`src/rtl/alu_exec_stage_if.sv`:
```
// Handshake and data bundle for the ALU execute stage.
// Upstream side: in_valid/in_ready, alu_ctrl, src_a, src_b.
// Downstream side: out_valid/out_ready, result, zero, illegal.
// Debug side: op_count.
// master: the environment around the stage (producer plus consumer).
// slave:  the stage itself.
interface alu_exec_stage_if #(
   parameter int WIDTH = 32,
   parameter int CNT_W = 32
);
   logic             in_valid;
   logic             in_ready;
   logic [2:0]       alu_ctrl;
   logic [WIDTH-1:0] src_a;
   logic [WIDTH-1:0] src_b;
   logic             out_valid;
   logic             out_ready;
   logic [WIDTH-1:0] result;
   logic             zero;
   logic             illegal;
   logic [CNT_W-1:0] op_count;

   modport master (
      output in_valid, alu_ctrl, src_a, src_b, out_ready,
      input  in_ready, out_valid, result, zero, illegal, op_count
   );

   modport slave (
      input  in_valid, alu_ctrl, src_a, src_b, out_ready,
      output in_ready, out_valid, result, zero, illegal, op_count
   );
endinterface

```
`src/rtl/alu_exec_stage.sv`:
```
// Registered ALU execute stage with a main output register plus one skid
// register, so that a full-rate stream passes even though in_ready is a
// pure register output.
// Ports:
//   clk  - single clock, rising edge
//   rst  - synchronous reset, active-high
//   bus  - alu_exec_stage_if.slave: operand handshake in, result handshake
//          out, and the count of accepted operations
//
// Buffer occupancy (implied by out_valid / skid_full):
//   state       | meaning
//   empty       | out_valid=0, skid_full=0, nothing held
//   main        | out_valid=1, skid_full=0, one op presented
//   main+skid   | out_valid=1, skid_full=1, in_ready=0
module alu_exec_stage #(
   parameter int WIDTH = 32,
   parameter int CNT_W = 32
) (
   input logic             clk,
   input logic             rst,
   alu_exec_stage_if.slave bus
);
   localparam logic [2:0] OP_AND = 3'b000;
   localparam logic [2:0] OP_OR  = 3'b001;
   localparam logic [2:0] OP_ADD = 3'b010;
   localparam logic [2:0] OP_SUB = 3'b110;
   localparam logic [2:0] OP_SLT = 3'b111;

   logic [WIDTH-1:0] main_result, skid_result, alu_result;
   logic             main_zero, skid_zero, alu_zero;
   logic             main_illegal, skid_illegal, alu_illegal;
   logic             main_valid, skid_full;
   logic [CNT_W-1:0] op_count;
   logic             accept, main_free;

   always_comb begin
      alu_result  = '0;
      alu_illegal = 1'b0;
      unique case (bus.alu_ctrl)
         OP_AND:  alu_result = bus.src_a & bus.src_b;
         OP_OR:   alu_result = bus.src_a | bus.src_b;
         OP_ADD:  alu_result = bus.src_a + bus.src_b;
         OP_SUB:  alu_result = bus.src_a - bus.src_b;
         OP_SLT:  alu_result = {{(WIDTH-1){1'b0}},
                                ($signed(bus.src_a) < $signed(bus.src_b))};
         default: alu_illegal = 1'b1;
      endcase
      alu_zero = ~|alu_result;
   end

   assign accept    = bus.in_valid && !skid_full;
   // Main register can take new data if it is empty or being consumed now.
   assign main_free = !main_valid || bus.out_ready;

   always_ff @(posedge clk) begin
      if (rst) begin
         main_valid   <= 1'b0;
         main_result  <= '0;
         main_zero    <= 1'b0;
         main_illegal <= 1'b0;
         skid_full    <= 1'b0;
         skid_result  <= '0;
         skid_zero    <= 1'b0;
         skid_illegal <= 1'b0;
         op_count     <= '0;
      end else begin
         if (accept) op_count <= op_count + CNT_W'(1);

         if (main_free) begin
            // Skid is only ever full while main is full, and accept is
            // blocked while skid is full, so these branches are exclusive.
            if (skid_full) begin
               main_valid   <= 1'b1;
               main_result  <= skid_result;
               main_zero    <= skid_zero;
               main_illegal <= skid_illegal;
               skid_full    <= 1'b0;
            end else if (accept) begin
               main_valid   <= 1'b1;
               main_result  <= alu_result;
               main_zero    <= alu_zero;
               main_illegal <= alu_illegal;
            end else begin
               main_valid   <= 1'b0;
            end
         end else if (accept) begin
            skid_full    <= 1'b1;
            skid_result  <= alu_result;
            skid_zero    <= alu_zero;
            skid_illegal <= alu_illegal;
         end
      end
   end

   assign bus.in_ready  = !skid_full;
   assign bus.out_valid = main_valid;
   assign bus.result    = main_result;
   assign bus.zero      = main_zero;
   assign bus.illegal   = main_illegal;
   assign bus.op_count  = op_count;
endmodule

```
`src/flat_wrapper.sv`:
```
// flat-port wrapper written by rule: the top's interface ports become plain ports
module alu_exec_stage_flat 
#(
   parameter int WIDTH = 32,
   parameter int CNT_W = 32
)
  (clk, rst, bus_in_valid, bus_alu_ctrl, bus_src_a, bus_src_b, bus_out_ready, bus_in_ready, bus_out_valid, bus_result, bus_zero, bus_illegal, bus_op_count);
  alu_exec_stage_if #(.WIDTH(WIDTH), .CNT_W(CNT_W)) bus_i ();
  input logic clk;
  input logic rst;
  input wire logic [$bits(bus_i.in_valid)-1:0] bus_in_valid;
  input wire logic [$bits(bus_i.alu_ctrl)-1:0] bus_alu_ctrl;
  input wire logic [$bits(bus_i.src_a)-1:0] bus_src_a;
  input wire logic [$bits(bus_i.src_b)-1:0] bus_src_b;
  input wire logic [$bits(bus_i.out_ready)-1:0] bus_out_ready;
  output wire logic [$bits(bus_i.in_ready)-1:0] bus_in_ready;
  output wire logic [$bits(bus_i.out_valid)-1:0] bus_out_valid;
  output wire logic [$bits(bus_i.result)-1:0] bus_result;
  output wire logic [$bits(bus_i.zero)-1:0] bus_zero;
  output wire logic [$bits(bus_i.illegal)-1:0] bus_illegal;
  output wire logic [$bits(bus_i.op_count)-1:0] bus_op_count;
  assign bus_i.in_valid = bus_in_valid;
  assign bus_i.alu_ctrl = bus_alu_ctrl;
  assign bus_i.src_a = bus_src_a;
  assign bus_i.src_b = bus_src_b;
  assign bus_i.out_ready = bus_out_ready;
  assign bus_in_ready = bus_i.in_ready;
  assign bus_out_valid = bus_i.out_valid;
  assign bus_result = bus_i.result;
  assign bus_zero = bus_i.zero;
  assign bus_illegal = bus_i.illegal;
  assign bus_op_count = bus_i.op_count;
  alu_exec_stage #(.WIDTH(WIDTH), .CNT_W(CNT_W)) u_core (.clk(clk), .rst(rst), .bus(bus_i));
endmodule
```
`config.mk`:
```
export PLATFORM = sky130hd
export DESIGN_NAME = alu_exec_stage_flat
export DESIGN_NICKNAME = d
export VERILOG_FILES = /design/src/rtl/alu_exec_stage_if.sv /design/src/rtl/alu_exec_stage.sv /design/src/flat_wrapper.sv
export SDC_FILE = /design/constraint.sdc
export NUM_CORES = 1
export LEC_CHECK = 0
export ABC_AREA = 1
export CAP_MARGIN = 20
export CORE_MARGIN = 10
export CORE_UTILIZATION = 24
export CTS_BUF_LIST = sky130_fd_sc_hd__clkbuf_4
export DETAILED_ROUTE_END_ITERATION = 6
export GPL_ROUTABILITY_DRIVEN = 0
export PLACE_DENSITY = 0.48
export RECOVER_POWER = 100
export SETUP_SLACK_MARGIN = 0.3
export SYNTH_ARGS = -nofsm -noshare
export SYNTH_HDL_FRONTEND = slang
export SYNTH_SLANG_ARGS = --single-unit
```
`constraint.sdc`:
```
create_clock -name clk -period 2.4 [get_ports clk]
set_input_delay 0.36 -clock clk [delete_from_list [all_inputs] [get_ports clk]]
set_output_delay 0.36 -clock clk [all_outputs]
set_load 0.05 [all_outputs]
```
==> metrics.log <==
INFO  metric clk_path_buf_depth = 2
INFO  metric finalCoreUtilization = between 40% and 50%
INFO  metric clkSlewWorstSetupHoldPaths = 170 ps
INFO  metric critical_path_required_time = roughly 2800 ps
INFO  metric combinational_family_with_the_most_area_after_synthesis = simple AND/OR/NAND/NOR gates
INFO  metric synth-seq-area-share = around a fifth
INFO  metric holdCritPathClass = input pin to flip-flop
INFO  metric timing.critical_path.from_type = input pin
INFO  metric initial_antenna_violation_count = 2
INFO  metric routed_vias = about 14,000
INFO  metric dieHeight = approximately 230 um
INFO  metric htreeDepth = 3
INFO  metric report.power.total = 6.492 mW
INFO  metric grt_setup_unrepaired = true
INFO  metric finalSetupViolations = 1
INFO  metric static-leakage-power = roughly 9.3 nW
INFO  metric overflow = 0
INFO  metric cpLargestDelayFamily = simple AND/OR/NAND/NOR gates
INFO  metric worstPathBufferInverterCount = 4
INFO  metric setup_slack = -9.573 ps
INFO  metric fraction_of_the_mapped_netlist_area_in_adder_cells = 12.42%
INFO  metric totalNegativeSetupSlack = -9.573 ps
INFO  metric relative_max_transition_margin = between 40% and 50%
INFO  metric violations_in_the_final_reports = negative setup slack
INFO  metric cts_root_buffer = sky130_fd_sc_hd__clkbuf_4
INFO  metric post-place-ws = -1124 ps
INFO  metric port_buffers = 138
INFO  metric final-hold-violation-count = 0
INFO  metric number_of_search_and_repair_iterations_in_the_first_detailed_routing_pass = 5
INFO  metric worst_slew_pin_slew = roughly 760 ps
INFO  metric synthesis.area = 0.01090 sq mm
INFO  metric worst_path_maximum_fanout = 3
INFO  metric dp_hpwl = about 37 mm
INFO  metric syn_nets = approximately 2,100
INFO  metric grt_max_degree = 67
INFO  metric synth.yosys.warnings = 0
INFO  metric yosys.area.top_type = sky130_fd_sc_hd__nand2_1
INFO  metric finish.cell_count_without_fillers = 3,070
INFO  metric ant_nets = 0
INFO  metric avgSynthCellArea = around 5.6 sq um
INFO  metric placedInstanceArea = 0.01564 sq mm
INFO  metric post_route_cells_drive_above_1_share = between 40 and 50%
INFO  metric post-synth-top-area-fraction = a little under a fifth
INFO  metric max-cap-violations = 0
INFO  metric area_delta_synth_final = 70.41%
INFO  metric grt_first_pass_wirelength = 70.52 mm
INFO  metric number_of_placed_instances_taps_included = roughly 3,000
INFO  metric min_period = 2410 ps
INFO  metric cts_inserted_buffers = 9
INFO  metric synth_xor_area_share = less than 1%
INFO  metric worst_skew_pair.late_latency = 450 ps
INFO  metric clock_sinks = slightly above 100
INFO  metric fin_nets = approximately 2,600
INFO  metric crit_path_cell_trace = buf_8, buf_6, ha_4, fa_2, inv_2, nand2_2, nand2_4, buf_6, nand2_4, nand3_4, nand2_2, nand2_1, nand2_1, nand3_1, nand3b_1, nor2_2, nand2_1, nor2_2, nand3_2, nand2_2, nand2_2, a21oi_2
INFO  metric status = finished with violations
INFO  metric worst_ep_arrival = about 2800 ps
INFO  metric grtUsageTotal = 16.04%
INFO  metric yosys_register_bits = roughly 100
INFO  metric drt_first_iter_violations = 849
INFO  metric synth_compound_gate_area_share = ~15%
INFO  metric tcrit_tclk_final = 100.4%
INFO  metric floorplan.die.width = between 200 and 250 um
INFO  metric clock-skew-final = 20.81 ps
INFO  metric crit_path_frequent_cell = sky130_fd_sc_hd__nand2_2
INFO  metric grt_pass1_vias = about 13,000
INFO  metric vdd_drop_max = about 0.24 mV
INFO  metric floorplan.initialDensity = 24.17%
INFO  metric num_rows = approximately 80
INFO  metric synth.top_cells.by_area = sky130_fd_sc_hd__nand2_1 19%, sky130_fd_sc_hd__dfxtp_1 19%, sky130_fd_sc_hd__inv_1 14%, sky130_fd_sc_hd__ha_1 12%, sky130_fd_sc_hd__a21oi_1 7.4%
INFO  metric final_area = around 0.019 sq mm
INFO  metric post_synth_num_cell_types = 42
INFO  metric critPathCaptureType = flip-flop
INFO  metric wl_per_cell = between 10 and 15 um
INFO  metric core_area = around 0.045 sq mm
INFO  metric maxSlewViolCount = 0
INFO  metric synthSimpleGateAreaFrac = a little over a third
INFO  metric holdWs = approximately 360 ps
INFO  metric critical_path.max_stage_delay = roughly 340 ps
INFO  metric tritoncts_clock_tree = yes
INFO  metric route.detailed.vias_per_inst = 4.493
INFO  metric post_synth_inst_count = ~2,000
INFO  metric criticalPathCategory = input pin to flip-flop
INFO  metric cpMaxStageDelayCell = sky130_fd_sc_hd__fa_2
INFO  metric maxClockFrequency = between 0.4 and 0.5 GHz
INFO  metric muxShareOfSynthArea = 0%
INFO  metric ios = ~140
INFO  metric final_routed_wirelength_across_all_metal_layers = between 40 and 50 mm
INFO  metric remaining_drc_errors = 0
INFO  metric cellPowerDensity = 349.6 mW/mm^2
INFO  metric floorplan.die_area = roughly 0.054 sq mm
INFO  metric cts_hold_buf = 0
==> state kept, by name, summed over array words and instances (netlist names) <==
| name | flops |
|---|---|
| u_core.bus.zero | 1 |
| u_core.skid_result | 32 |
| u_core.skid_full | 1 |
| u_core.bus.op_count | 32 |
| u_core.bus.illegal | 1 |
| u_core.skid_zero | 1 |
| u_core.skid_illegal | 1 |
| u_core.bus.result | 32 |
| u_core.bus.out_valid | 1 |
==> path summary, 6_finish.rpt <==
kind,start,endpoint,slack [ps],cells past startpoint
worst min register to register,u_core.bus.result[8],u_core.bus.result[8],480,2
worst max-delay path,bus_src_b[0],u_core.bus.zero,-10,22
worst min-delay path,bus_in_valid,u_core.bus.out_valid,360,4
worst max register to register,u_core.skid_full,u_core.bus.op_count[29],200,16
==> synth_stat cells <==
master and instances:
sky130_fd_sc_hd__nand2_1 552, sky130_fd_sc_hd__dfxtp_1 102, sky130_fd_sc_hd__nand3_2 3, sky130_fd_sc_hd__xnor2_1 2, sky130_fd_sc_hd__o221a_2 1, sky130_fd_sc_hd__o21a_1 2, sky130_fd_sc_hd__o211ai_1 10, sky130_fd_sc_hd__buf_1 4
sky130_fd_sc_hd__nor3_2 4, sky130_fd_sc_hd__a221oi_1 2, sky130_fd_sc_hd__clkbuf_1 32, sky130_fd_sc_hd__nor3b_2 1, sky130_fd_sc_hd__a31oi_1 2, sky130_fd_sc_hd__o21ai_0 100, sky130_fd_sc_hd__nor2_1 165, sky130_fd_sc_hd__inv_1 398
sky130_fd_sc_hd__nand2_2 4, sky130_fd_sc_hd__a21oi_2 1, sky130_fd_sc_hd__inv_2 23, sky130_fd_sc_hd__nor2_4 2, sky130_fd_sc_hd__xor2_1 6, sky130_fd_sc_hd__nor3_4 1, sky130_fd_sc_hd__o21ai_1 6, sky130_fd_sc_hd__o22ai_1 18
sky130_fd_sc_hd__nand3b_1 6, sky130_fd_sc_hd__o221ai_1 1, sky130_fd_sc_hd__ha_1 105, sky130_fd_sc_hd__nor2_2 15, sky130_fd_sc_hd__buf_2 23, sky130_fd_sc_hd__nand3_1 130, sky130_fd_sc_hd__fa_1 2, sky130_fd_sc_hd__nor3_1 22
sky130_fd_sc_hd__nor4_1 3, sky130_fd_sc_hd__clkinv_1 5, sky130_fd_sc_hd__nand4_1 19, sky130_fd_sc_hd__a21oi_1 162, sky130_fd_sc_hd__o21bai_1 6, sky130_fd_sc_hd__and3_1 2, sky130_fd_sc_hd__clkbuf_2 2, sky130_fd_sc_hd__buf_4 2
sky130_fd_sc_hd__o2111ai_1 1, sky130_fd_sc_hd__and2_1 2
==> tightest hold or removal path, stage by stage <==
cell                             delay [ps]
sky130_fd_sc_hd__dlymetal6s2s_1         130
sky130_fd_sc_hd__buf_4                  120
sky130_fd_sc_hd__nor2_1                  50
sky130_fd_sc_hd__a21oi_1                130
==> cell usage in the layout (no fill, tap or decap), drive strengths merged, types with 19 or more instances in the layout <==
cell and n:
a21oi 163, buf 442, clkbuf 63, clkdlybuf4s50 32, dfxtp 102, dlygate4sd2 27
ha 105, inv 424, nand2 556, nand3 133, nand4 19, nor2 182
nor3 27, o21ai 106
==> where the power goes <==
part / switching (mW) / internal, mW
Clock: 0.616 / 0.436
Combinational: 2.05 / 1.59
Sequential: 0.0371 / 1.76
==> cell families (layout without fill, tap and decap cells) <==
| group | count (synthesis) | count (layout) |
|---|---|---|
| simple gates | 931 | 931 |
| buf+inv | 489 | 1009 |
| compound gates | 312 | 312 |
| fa+ha+maj | 107 | 107 |
| flops | 102 | 102 |
| xor+xnor | 8 | 8 |
| other cells | 0 | 1 |
==> layout make-up <==
type / count / area (sq um)
Antenna cell: 1 / 2.502
Sequential cell: 102 / 2054
Inverter: 426 / 1653
Clock buffer: 9 / 67.56
Timing Repair Buffer: 567 / 4725
Clock inverter: 7 / 102.6
Multi-Input combinational cell: 1358 / 9214
Fill cell: 4837 / 26520
Tap cell: 600 / 750.7
==> timing repair <==
item / in CTS / in global routing
resized for setup: 478 / 448
cloned: 0 / 1
pin swaps: 140 / 188
buffers inserted: 56 / 42
setup endpoints to repair: 84 / 86
==> per-layer routing <==
layer	GRT usage [%]	up-vias	share of wire, %
met1	20.40	6325	45
met2	28.37	340	49
met3	1.662	72	4.6
met4	3.855	0	2.3
li1	-	7056	-
met5	0	-	0
Note: power is estimated with default switching activity, not from simulation.
